$ cat src/rtl/muldiv_sequencer.sv
// muldiv_sequencer: multi-cycle RV32M execute unit living beside the main ALU.
// Decodes the eight M-extension ops (ALUOp=10, Funct7=0000001), runs an
// iterative shift-add multiply or restoring divide, and holds Stall high
// until the result is ready. Result is valid while Done pulses.
//
// Ports:
//   clk      system clock, rising edge
//   reset    asynchronous, active-low reset
//   Start    execute-stage instruction valid
//   ALUOp    controller opcode class
//   Funct7   instruction bits 31:25
//   Funct3   instruction bits 14:12 (selects the M op)
//   SrcA     rs1 operand
//   SrcB     rs2 operand
//   Flush    pipeline flush; aborts any operation in flight
//   IsMulDiv combinational M-extension decode
//   Busy     high while iterating (CALC) or sign fixing (FIX)
//   Stall    holds the pipeline while an M op is pending
//   Done     one-cycle completion pulse
//   Result   registered result, held until the next accepted op
//
// Build option: define MULDIV_FAST_MUL_EN to replace the iterative multiply
// with a single-cycle combinational multiplier (divides stay iterative).

module muldiv_sequencer #(
    parameter int WIDTH = 32
) (
    input  logic             clk,
    input  logic             reset,
    input  logic             Start,
    input  logic [1:0]       ALUOp,
    input  logic [6:0]       Funct7,
    input  logic [2:0]       Funct3,
    input  logic [WIDTH-1:0] SrcA,
    input  logic [WIDTH-1:0] SrcB,
    input  logic             Flush,
    output logic             IsMulDiv,
    output logic             Busy,
    output logic             Stall,
    output logic             Done,
    output logic [WIDTH-1:0] Result
);

    localparam int CNT_W = $clog2(WIDTH) + 1;

    localparam logic [2:0] OP_MUL    = 3'b000;
    localparam logic [2:0] OP_MULH   = 3'b001;
    localparam logic [2:0] OP_MULHSU = 3'b010;
    localparam logic [2:0] OP_MULHU  = 3'b011;
    localparam logic [2:0] OP_DIV    = 3'b100;
    localparam logic [2:0] OP_DIVU   = 3'b101;
    localparam logic [2:0] OP_REM    = 3'b110;

    localparam logic [WIDTH-1:0] MIN_NEG = {1'b1, {(WIDTH-1){1'b0}}};

    typedef enum logic [1:0] {IDLE, CALC, FIX, DONE} state_t;

    state_t           state;
    logic [CNT_W-1:0] cnt;
    logic [2:0]       op;
    logic             neg;     // final result must be negated in FIX
    logic [WIDTH-1:0] b_reg;   // divisor / multiplicand magnitude
    logic [WIDTH:0]   rem;     // divide: partial remainder; multiply: high half
    logic [WIDTH-1:0] lo;      // divide: dividend->quotient; multiply: multiplier->low half

    // ------------------------------------------------------------------
    // Decode of the incoming instruction
    // ------------------------------------------------------------------
    logic             is_div_in, is_rem_in, a_signed, b_signed;
    logic             a_neg_in, b_neg_in, b_zero, div_ovf, special, accept;
    logic [WIDTH-1:0] a_mag_in, b_mag_in, special_val;

    assign IsMulDiv = (ALUOp == 2'b10) && (Funct7 == 7'b0000001);
    assign accept   = (state == IDLE) && Start && IsMulDiv && !Flush;
    assign Busy     = (state == CALC) || (state == FIX);
    assign Done     = (state == DONE);
    assign Stall    = (Start && IsMulDiv && (state == IDLE)) || Busy;

    always_comb begin
        is_div_in = Funct3[2];
        is_rem_in = Funct3[2] & Funct3[1];
        a_signed  = (Funct3 == OP_MULH) || (Funct3 == OP_MULHSU) ||
                    (Funct3 == OP_DIV)  || (Funct3 == OP_REM);
        b_signed  = (Funct3 == OP_MULH) || (Funct3 == OP_DIV) || (Funct3 == OP_REM);
        a_neg_in  = a_signed & SrcA[WIDTH-1];
        b_neg_in  = b_signed & SrcB[WIDTH-1];
        a_mag_in  = a_neg_in ? -SrcA : SrcA;
        b_mag_in  = b_neg_in ? -SrcB : SrcB;
        b_zero    = (SrcB == '0);
        // signed divide overflow: most-negative / -1
        div_ovf   = b_signed && is_div_in && (SrcA == MIN_NEG) && (SrcB == '1);
        special   = is_div_in && (b_zero || div_ovf);
        if (b_zero)
            special_val = is_rem_in ? SrcA : '1;
        else
            special_val = is_rem_in ? '0 : SrcA;
    end

`ifdef MULDIV_FAST_MUL_EN
    // Operands sign/zero-extended to 2*WIDTH; the low 2*WIDTH bits of the
    // unsigned product are then the correct two's-complement product.
    logic [2*WIDTH-1:0] fast_a, fast_b, fast_prod;
    logic [WIDTH-1:0]   fast_val;

    always_comb begin
        fast_a    = {{WIDTH{a_neg_in}}, SrcA};
        fast_b    = {{WIDTH{b_neg_in}}, SrcB};
        fast_prod = fast_a * fast_b;
        fast_val  = (Funct3 == OP_MUL) ? fast_prod[WIDTH-1:0] : fast_prod[2*WIDTH-1:WIDTH];
    end
`endif

    // ------------------------------------------------------------------
    // One iteration step
    // ------------------------------------------------------------------
    logic [WIDTH:0]   mul_sum;
    logic [WIDTH+1:0] div_shift;
    logic [WIDTH:0]   div_diff;
    logic             div_ge;

    always_comb begin
        // shift-add: conditionally add multiplicand into high half, then shift right
        mul_sum   = {1'b0, rem[WIDTH-1:0]} + (lo[0] ? {1'b0, b_reg} : '0);
        // restoring divide: bring in next dividend bit, trial-subtract divisor
        div_shift = {rem, lo[WIDTH-1]};
        div_ge    = (div_shift >= {2'b00, b_reg});
        div_diff  = div_shift[WIDTH:0] - {1'b0, b_reg};
    end

    // ------------------------------------------------------------------
    // Sign correction and output select
    // ------------------------------------------------------------------
    logic [2*WIDTH-1:0] prod, prod_fix;
    logic [WIDTH-1:0]   quo_fix, rem_fix, fix_val;

    always_comb begin
        prod     = {rem[WIDTH-1:0], lo};
        prod_fix = neg ? -prod : prod;
        quo_fix  = neg ? -lo : lo;
        rem_fix  = neg ? -rem[WIDTH-1:0] : rem[WIDTH-1:0];
        case (op)
            OP_MUL:                      fix_val = prod_fix[WIDTH-1:0];
            OP_MULH, OP_MULHSU, OP_MULHU: fix_val = prod_fix[2*WIDTH-1:WIDTH];
            OP_DIV, OP_DIVU:             fix_val = quo_fix;
            default:                     fix_val = rem_fix;
        endcase
    end

    // ------------------------------------------------------------------
    // Sequencer
    // ------------------------------------------------------------------
    always_ff @(posedge clk or negedge reset) begin
        if (!reset) begin
            state  <= IDLE;
            cnt    <= '0;
            op     <= '0;
            neg    <= 1'b0;
            b_reg  <= '0;
            rem    <= '0;
            lo     <= '0;
            Result <= '0;
        end else begin
            case (state)
                IDLE: begin
                    if (accept) begin
                        op    <= Funct3;
                        // remainder follows the dividend; products/quotients follow sign mismatch
                        neg   <= is_rem_in ? a_neg_in : (a_neg_in ^ b_neg_in);
                        b_reg <= b_mag_in;
                        lo    <= a_mag_in;
                        rem   <= '0;
                        cnt   <= CNT_W'(WIDTH - 1);
                        if (special) begin
                            Result <= special_val;
                            state  <= DONE;
                        end
`ifdef MULDIV_FAST_MUL_EN
                        else if (!is_div_in) begin
                            Result <= fast_val;
                            state  <= DONE;
                        end
`endif
                        else begin
                            state <= CALC;
                        end
                    end
                end

                CALC: begin
                    if (Flush) begin
                        state <= IDLE;
                    end else begin
                        if (op[2]) begin
                            rem <= div_ge ? div_diff : div_shift[WIDTH:0];
                            lo  <= {lo[WIDTH-2:0], div_ge};
                        end else begin
                            rem <= {1'b0, mul_sum[WIDTH:1]};
                            lo  <= {mul_sum[0], lo[WIDTH-1:1]};
                        end
                        if (cnt == '0)
                            state <= FIX;
                        else
                            cnt <= cnt - CNT_W'(1);
                    end
                end

                FIX: begin
                    if (Flush) begin
                        state <= IDLE;
                    end else begin
                        Result <= fix_val;
                        state  <= DONE;
                    end
                end

                default: begin
                    state <= IDLE;
                end
            endcase
        end
    end

endmodule

$ cat config.mk
export PLATFORM = sky130hd
export DESIGN_NAME = muldiv_sequencer
export DESIGN_NICKNAME = d
export VERILOG_FILES = /design/src/rtl/muldiv_sequencer.sv
export SDC_FILE = /design/constraint.sdc
export NUM_CORES = 1
export LEC_CHECK = 0
export CORE_MARGIN = 4
export CORE_UTILIZATION = 65
export DETAILED_ROUTE_END_ITERATION = 12
export GPL_TIMING_DRIVEN = 0
export PLACE_DENSITY_LB_ADDON = 0.15
export REMOVE_ABC_BUFFERS = 1
export SETUP_SLACK_MARGIN = 0.3
export SKIP_CTS_REPAIR_TIMING = 1
export SYNTH_ARGS = -nofsm -noshare
export SYNTH_HDL_FRONTEND = slang
export SYNTH_SLANG_ARGS = --single-unit
$ cat constraint.sdc
create_clock -name clk -period 6.7 [get_ports clk]
set_clock_uncertainty 0.1 [all_clocks]
set_input_delay 1.005 -clock clk [delete_from_list [all_inputs] [get_ports clk]]
set_output_delay 1.005 -clock clk [all_outputs]
set_load 0.02 [all_outputs]
# Word-level counts from Yosys, hierarchy flattened

Cells that the tools add are included.

Bits of input ports: 80
Word-level logic and storage cells: 109
Register bits after elaboration: 141
Output and inout port bits: 36

Magnitude comparators: 1
$add $sub $neg: 8
Reductions and logical operators: 32
Muxes and demuxes: 34
Equal/unequal tests: 22
Bitwise operators: 4

Operators with widths:

| operator               | count |
|---|---|
| $mux W32               | 14 |
| $mux W33               | 4 |
| $neg A32 Y32           | 4 |
| $pmux W32 S2           | 2 |
| $pmux W32 S3           | 1 |
| $pmux W33 S2           | 1 |
| $eq A32 B32 Y1 const B | 2 |
| $mux W64               | 1 |
| $neg A64 Y64           | 1 |
| $ge A34 B32 Y1         | 1 |
| $add A32 B32 Y33       | 1 |
| $sub A33 B32 Y33       | 1 |
| $logic_not A32 Y1      | 1 |
| $mux W6                | 3 |
| $eq A3 B3 Y1 const B   | 4 |
| $pmux W6 S2            | 1 |
| $logic_and A1 B1 Y1    | 10 |
| $mux W2                | 5 |
| $ne A2 B2 Y1 const B   | 5 |
| $eq A3 B2 Y1 const B   | 3 |
| $logic_or A1 B1 Y1     | 8 |
| $reduce_and A4 Y1      | 2 |
| $eq A7 B1 Y1 const B   | 1 |
| $eq A2 B2 Y1 const B   | 3 |
| 17 further kinds       | 22 |

# Longest topological paths before layout

Gate-level depths: netlist of run 1.

Depth after elaboration: 11
Depth in mapped cells: 15
Depth with buffers taken out: 13

# Worst setup path before layout of run 1

OpenSTA, ideal clock, no wires.

Kind: input-to-reg
Start: input SrcA[1]
End: register Result[27]
Library setup time: 95 ps
Data arrival time: 3581 ps
Setup slack: 2923 ps
Buffers on the path: 2
Cell stages on the path: 12
Required time: 6505 ps
Path through: inv_1 > ha_1 > or4b_2 > nor4_1 > nand3_1 > nor2_1 > o21a_1 > nand2_1 > a21o_1 > clkbuf_1 > buf_2 > o31ai_1

Cells in the longest elaborated chain, start to end: 7

Ends and longest elaborated chain:

| item                              | line | text |
|---|---|---|
| start, declared                   | 34   | `input logic [WIDTH-1:0] SrcA,` |
| $eq A32 B32 Y1                    | 91   | `div_ovf = b_signed && is_div_in && (SrcA == MIN_NEG) && (SrcB == '1);` |
| $logic_and A1 B1 Y1 (2 in series) | 91   |  |
| $logic_or A1 B1 Y1                | 92   | `special = is_div_in && (b_zero \|\| div_ovf);` |
| $logic_and A1 B1 Y1               | 92   |  |
| $ne A2 B2 Y1 (no line)            | -    |  |
| $reduce_and A4 Y1 (no line)       | -    |  |
| end signal, assigned              | 174  | `Result <= special_val;` |
| end signal, assigned              | 211  | `Result <= fix_val;` |
| end, declared                     | 41   | `output logic [WIDTH-1:0] Result` |

Every way passes these cells.
A chain may end at the register's enable or synchronous reset.

# Worst setup path in the final report of run 1

Start: register state[1]
End: register rem[18]

Cells in the longest elaborated chain, start to end: 6
Elaborated cells on any way between the ends: 10
Those cells by class: 3 x eq/ne; 1 x mux; 6 x reduce/logical

Ends and longest elaborated chain:

| item                              | line    | text |
|---|---|---|
| start, declared                   | 58      | `state_t state;` |
| start signal, assigned            | 154     | `state <= IDLE;` |
| start signal, assigned            | 175     | `state <= DONE;` |
| start signal, assigned            | 184     | `state <= CALC;` |
| $logic_not A2 Y1                  | 74, 163 |  |
| $logic_and A1 B1 Y1 (3 in series) | 74      | `assign accept = (state == IDLE) && Start && IsMulDiv && !Flush;` |
| $ne A2 B2 Y1 (no line)            | -       |  |
| $reduce_and A3 Y1 (no line)       | -       |  |
| end signal, assigned              | 194     | `rem <= div_ge ? div_diff : div_shift[WIDTH:0];` |
| end signal, assigned              | 197     | `rem <= {1'b0, mul_sum[WIDTH:1]};` |
| end, declared                     | 63      | `logic [WIDTH:0] rem;` |

Parallel ways exist; a longest one is shown, timed or not.

==> results of run 1 <==
## placed cells by master (no fill, tap or decap), types with 8 or more instances in the layout
cell               n
nand2b_1          20
nand3_1           29
a21oi_1          143
nor3_1            38
nor2b_1           12
nor4_1            21
o22ai_1           14
o21bai_1           8
o221ai_1          14
o41ai_1           17
xnor2_1          105
o21a_1            11
clkdlybuf4s50_1  114
xor2_1            71
dfrtp_1          139
nand2_1          252
maj3_1            22
a21o_1            45
a31oi_1           23
or2_2             12
o211ai_1          22
nor2_1           149
inv_1             68
or3_1             28
o21ai_0          252
or4_1             16
clkbuf_16         17
a211oi_1          11
ha_1              73
o31ai_1           32
mux2i_1           47
nand4_1           24
a22oi_1           18
## metal layers
metal / vias up / wire length (um)
met1: 7484 / 19800
met5: - / 13
met4: 2 / 2140
met2: 943 / 22000
li1: 7191 / -
met3: 172 / 4960
## path summary, 6_finish.rpt
| check | startpoint | end | slack (ns) | cells past startpoint |
|---|---|---|---|---|
| worst max-delay path | state[1] | rem[18] | 1.07 | 11 |
| worst min-delay path | reset | b_reg[30] | 0.38 | 1 |
| worst max register to register | state[1] | rem[18] | 1.07 | 11 |
| worst min register to register | Result[8] | Result[8] | 0.38 | 2 |
| max in group asynchronous | reset | lo[12] | 5.23 | 2 |
| min in group clk | Result[8] | Result[8] | 0.38 | 2 |
## worst register-to-register path, delay by kind of cell, from the launching register on
| kind | cells | cell delay [ns] |
|---|---|---|
| AOI/OAI and AO/OA | 3 | 0.54 |
| DFF | 1 | 0.42 |
| buffers and inverters | 3 | 0.99 |
| adders and majority gates | 1 | 0.50 |
| and+or+nand+nor | 4 | 2.98 |
## logic make-up (layout without fill, tap and decap cells)
kind of cell	Yosys count	in the layout	share of synthesized area
adders and majority gates	99	99	0.0819
AOI/OAI and AO/OA	668	668	0.281
DFF	141	141	0.241
xor gates and xnor gates	176	176	0.105
muxes	52	52	0.0362
buffers and inverters	199	229	0.0524
and+or+nand+nor	638	638	0.203
## metrics by stage
stage               utilization  cell area, um2  power, mW  setup TNS, ns  instances
finish                    0.753           16500       7.26              0       2283
global route              0.753           16500       7.74              0       2283
CTS                       0.753           16500       7.14              0       2283
detailed placement        0.726           15900       6.09              0       2251
global placement          0.712           15600       5.80        -341.98       2240
floorplan                     -           14100       4.88              0       1845
## synthesized netlist by cell type (all sizes together), types with 12 or more instances
| cell type | count | area [um2] |
|---|---|---|
| o21ai | 256 | 1280 |
| nand2 | 253 | 950 |
| nor2 | 152 | 573 |
| a21oi | 145 | 729 |
| dfrtp | 141 | 3530 |
| clkbuf | 114 | 428 |
| xnor2 | 105 | 920 |
| ha | 75 | 938 |
| xor2 | 71 | 622 |
| inv | 68 | 255 |
| mux2i | 47 | 470 |
| a21o | 46 | 345 |
| nor3 | 39 | 195 |
| o31ai | 32 | 240 |
| nand3 | 29 | 145 |
| or3 | 28 | 175 |
| nand4 | 24 | 150 |
| a31oi | 23 | 144 |
| maj3 | 22 | 220 |
| nor4 | 22 | 138 |
| o211ai | 22 | 165 |
| nand2b | 20 | 125 |
| a22oi | 18 | 135 |
| o41ai | 18 | 176 |
| or4 | 18 | 143 |
| o22ai | 15 | 100 |
| buf | 14 | 72.6 |
| o221ai | 14 | 123 |
| or2 | 13 | 81.3 |
| nor2b | 12 | 75.1 |
## area by class of cell
| class | count | area (um2) |
|---|---|---|
| repair buffers | 126 | 1370 |
| clock buffers | 17 | 425 |
| flip-flops and latches | 141 | 3530 |
| multi-input cells | 1633 | 10400 |
| fillers | 1745 | 5420 |
| clock inverters | 15 | 174 |
| well taps | 280 | 350 |
| inverters | 71 | 267 |
## power by group through the flow
stage                     clock network, mW  logic, mW  registers (mW)
after floorplan                           0       3.30            1.57
after global placement                    0       4.21            1.59
after detailed placement                  0       4.49            1.60
after CTS                              1.02       4.53            1.59
after global routing                   1.06       5.04            1.65
final                                  1.03       4.62            1.61
==> results.md, run 1 <==
- Root Buffer: clkbuf_16
- PwrDens: 439 mW/mm2
- DIE AREA: 0.0250 mm2
- First-pass GRT wire length: around 78000 um
- Synth warnings: 0
- # diodes: 0
- HP Class: input pin to asynchronous set/reset pin
- Latest clock arrival within the worst-skew pair: between 0.4 and 0.5 ns
- Synth Register Bits: approximately 140
- Final setup fails: 0
- Max stage delay on crit path: approximately 1 ns
- Num Clock Sinks: between 100 and 150
- Largest Register: rem
- Int Pwr: roughly 3.6 mW
- Post-synth EDFFs: 0
- H-tree depth: 4
- Mapped Cells: approximately 2000
- Global route overflow: 0
- Total number of vias: 15792
- Clk buf depth: 2
- Met3 Use GR: 0.0823
- Crit-path max FO: 51
- Maximum vdd ir drop: between 0.0003 and 0.0004 V
- Achievable Freq: approximately 180 MHz
- Unrepaired setup endpoints after global routing: false
- Lkg Pwr: 7.28 nW
- Port-buffer cells: approximately 120
- Switching share of power: 0.507
- Tot GR Track Use: 0.386
- Num ports: 116
- Fraction of registers with async set or reset after synthesis: 1.00
- Clock slew at reported path FFs: about 0.070 ns
- Remaining antenna violation count: 0
- Final max-slew violation count: 0
- Place WS: between 0.9 and 1 ns
- Residual DRC count: 0
- Max-cap violations: 0
- Setup CP Type: register to register
- Fraction of layout cells with a size suffix above 1: 0.0444
- Minimum clock period: around 5.6 ns
- Cell Rows: 54
- Slowest cell on the critical path: nor2_1
- Post-synth top flop: dfrtp_1
- Most frequent CP cell: nor2_1
- Flop pwr share: 0.222
- Initial antenna violation count: 1
- Busiest grt layer: met2
- Slew @ Worst Pin: ~1.3 ns
- Detailed Route Iter0 Violations: around 2000
- Sequential area share after synthesis: 0.241
- Mean Syn Cell Area: 7.42 um2
- DR WL/cell: ~21 um
- Outcome: finished clean
- Largest net degree at the start of global routing: 96
- Initial core utilization: 0.667
- Placeable Area: approximately 0.022 mm2
- Area growth from synthesis to layout: 12.9%
- CTS tree: done
- Global routing usage on met2: 0.604
- Top delay family on crit path: simple AND/OR/NAND/NOR gates
- Psw: between 3 and 4 mW
- Vias in the first global route: 14763
- Total CTS buffers: 17
- Max reg flops: 33
- Critical Path End Type: register
- Fin. Hold Viols: 0
- WP data arrival: roughly 5.9 ns
- Hold WS: around 0.38 ns
- Final WL: about 49000 um
- Die height: 158 um
- Worst Path Buf+Inv: 3
- Gpl congestion: about 1
- Met1 Resource Use GR: 0.523
- DR vias/cell: just under 7
- Fin worst setup slack: 1.07 ns
- Fin crit share: 0.841
- Chip Width: between 150 and 200 um
- Clock share of power: 0.141
- Synth unique cells: 74
- Nets: 2147
- Drt pass-1 iters: 7
- CP startpoint kind: register
- Post-Syn Area: about 0.015 mm2
- CP cell instances: inv_1 > ha_2 > buf_12 > clkinv_1 > nor2_1 > o21ai_4 > nor2_1 > nand2_1 > nor2_1 > a221oi_1 > o21ai_0
- Critical Path RT: about 6.9 ns
- Rel. slew slack: 0.140
- Detailed Place HPWL: ~35000 um
- Combinational group share of total power: 0.636
Note: power is estimated with default switching activity, not from simulation.
==> run 2, diff against run 1 <==
Settings changed: CORE_UTILIZATION 65 to 55.
Clock period 6.7 ns to 5.12 ns, I/O delays scaled along.
==> results.md, run 2 (synthesis gave the netlist of run 1 again) <==
- Slew @ Worst Pin: 1.06 ns (was 1.29 ns)
- Num Clock Sinks: 141 (unchanged)
- Minimum clock period: 4.66 ns (was 5.63 ns)
- Remaining antenna violation count: 0 (unchanged)
- Max reg flops: 33 (unchanged)
- Final TNS setup: 0 ns (unchanged)
- Critical Path RT: 5.34 ns (was 6.92 ns)
- Root Buffer: clkbuf_16 (unchanged)
- Largest Register: rem (unchanged)
- Fin. Hold Viols: 0 (unchanged)
- Outcome: finished clean (unchanged)
- R2R Setup Slk: 0.46 ns (was 1.07 ns)
- Total number of vias: 15316 (was 15792)
- Fin crit share: 0.909 (was 0.841)
- Num ports: 116 (unchanged)
- Latest clock arrival within the worst-skew pair: 0.45 ns (was 0.44 ns)
- Placeable Area: 0.0261 mm2 (was 0.0220 mm2)
- CP startpoint kind: register (unchanged)
- Max-cap violations: 0 (unchanged)
- CP startpoint: lo[31] (was state[1])
- First-pass GRT wire length: 77100 um (was 77600 um)
- Largest net degree at the start of global routing: 94 (was 96)
- Detailed Route Iter0 Violations: 1615 (was 2040)
- Gpl congestion: 0.965 (was 0.981)
- HP Class: input pin to asynchronous set/reset pin (unchanged)
- Die height: 171 um (was 158 um)
- Fin worst setup slack: 0.464 ns (was 1.07 ns)
- Crit-path max FO: 27 (was 51)
- Global route overflow: 0 (unchanged)
- Initial core utilization: 0.560 (was 0.667)
- Final max-slew violation count: 0 (unchanged)
- Port-buffer cells: 115 (unchanged)
- Tot GR Track Use: 0.330 (was 0.386)
- Cell Rows: 59 (was 54)
- Placed Area: 0.0160 mm2 (was 0.0159 mm2)
- Critical Path End Type: register (unchanged)
- Filler cell count: 2393 (was 1745)
- Setup CP Type: register to register (unchanged)
- Achievable Freq: 215 MHz (was 177 MHz)
- Commonest cells after routing, fill and taps aside: o21ai_0 (252), nand2_1 (250), nor2_1 (148), a21oi_1 (143), dfrtp_1 (139) (was nand2_1 (252), o21ai_0 (252), nor2_1 (149), a21oi_1 (143), dfrtp_1 (139))
- Worst R2R Path Depth: 14 (was 11)
- Initial antenna violation count: 0 (was 1)
- Register area: 0.00353 mm2 (unchanged)
- Clock slew at reported path FFs: 0.07 ns (about the same)
- DR vias/cell: 6.54 (was 6.92)
- Final instance area: 0.0166 mm2 (was 0.0165 mm2)
- Residual DRC count: 0 (unchanged)
- Lkg Pwr: 7.27 nW (was 7.28 nW)
- CTS tree: done (unchanged)
- Area of the multi-input gates: 0.0105 mm2 (was 0.0104 mm2)
- DIE AREA: 0.0293 mm2 (was 0.0250 mm2)
- Pwr Total: 9.52 mW (was 7.26 mW)
- Drt pass-1 iters: 8 (was 7)
- Final WL: 49700 um (was 48900 um)
- Vias in the first global route: 14185 (was 14763)
- PwrDens: 572 mW/mm2 (was 439 mW/mm2)
- Place WS: -0.467 ns (was 0.958 ns)
- Chip Width: 171 um (was 158 um)
- Detailed Place HPWL: 35900 um (was 35400 um)
- Unrepaired setup endpoints after global routing: true (was false)
- H-tree depth: 4 (unchanged)
- DR WL/cell: 21.2 um (was 21.4 um)
- # diodes: 0 (unchanged)
- RR Startpoint: lo[31] (was state[1])
- Finished Core Util: 0.637 (was 0.753)
- Total CTS buffers: 17 (unchanged)
- Fraction of layout cells with a size suffix above 1: 0.0498 (was 0.0444)
- Final setup fails: 0 (unchanged)
- Maximum vdd ir drop: 0.000470 V (was 0.000310 V)
- Crit Reg-Reg Endpoint: rem[8] (was rem[18])
- Area growth from synthesis to layout: 13.7% (was 12.9%)
- Nets: 2151 (was 2147)
- WP data arrival: 4.88 ns (was 5.86 ns)
- Rel. slew slack: 0.284 (was 0.140)
- Most common cell after layout, fill and taps aside: o21ai_0
- Clk buf depth: 2 (unchanged)
run 2: changes by cell type in the layout (fill, tap and decap cells not counted), moves of 2 or more:
cell       delta
nand2_1       -2
inv_6         -2
bufinv_16     -2
buf_4         +3
nand2_2       +2
clkinv_4      +4
run 2: critical path: stages, from the launching register on:
cell and delay (ns):
dfrtp_1 0.49, inv_1 0.30, ha_1 0.23, inv_1 0.06, fa_1 0.40, a21o_1 0.21
a221oi_1 0.53, o32ai_1 0.26, nor2_1 0.28, o211ai_1 0.33, a41oi_4 0.52, buf_12 0.26
mux2i_1 0.25, a21oi_1 0.10, a21o_1 0.19
run 2: power by group:
part           switching (mW)  internal [mW]  leakage [nW]
Combinational            3.66           2.50          5.19
Clock                   0.602          0.651         0.274
Sequential              0.641           1.47          1.81
run 2: area by class of cell:
type,instances,share of cell area
clock buffer,18,0.0264
timing repair buffer,128,0.0827
multi-input combinational,1634,0.629
timing repair inverter,1,0.000301
tap,335,0.0252
inverter,71,0.0165
clock inverter,14,0.00774
sequential,141,0.212
run 2: worst max-delay path by stage:
stage                      end  slack [ns]
floorplan              rem[18]       -1.36
global placement       rem[18]       -6.35
detailed placement  Result[31]       -0.47
CTS                    rem[18]       -0.40
global route           rem[18]        0.25
finish                  rem[8]        0.46
run 2: per-layer routing:
| layer | GRT usage | routed length, um | vias up |
|---|---|---|---|
| met3 | 0.0650 | 4090 | 118 |
| met2 | 0.527 | 22500 | 691 |
| met5 | 0 | 0 | - |
| li1 | - | - | 7197 |
| met4 | 0.0944 | 1410 | 0 |
| met1 | 0.457 | 21800 | 7310 |
run 2: through the flow:
stage          hold slack [ns]  std cells
2_1_floorplan            0.347       1845
6_report                 0.163       2342
3_3_place_gp             0.361       2295
4_1_cts                  0.183       2337
3_5_place_dp             0.370       2305
5_1_grt                  0.205       2342
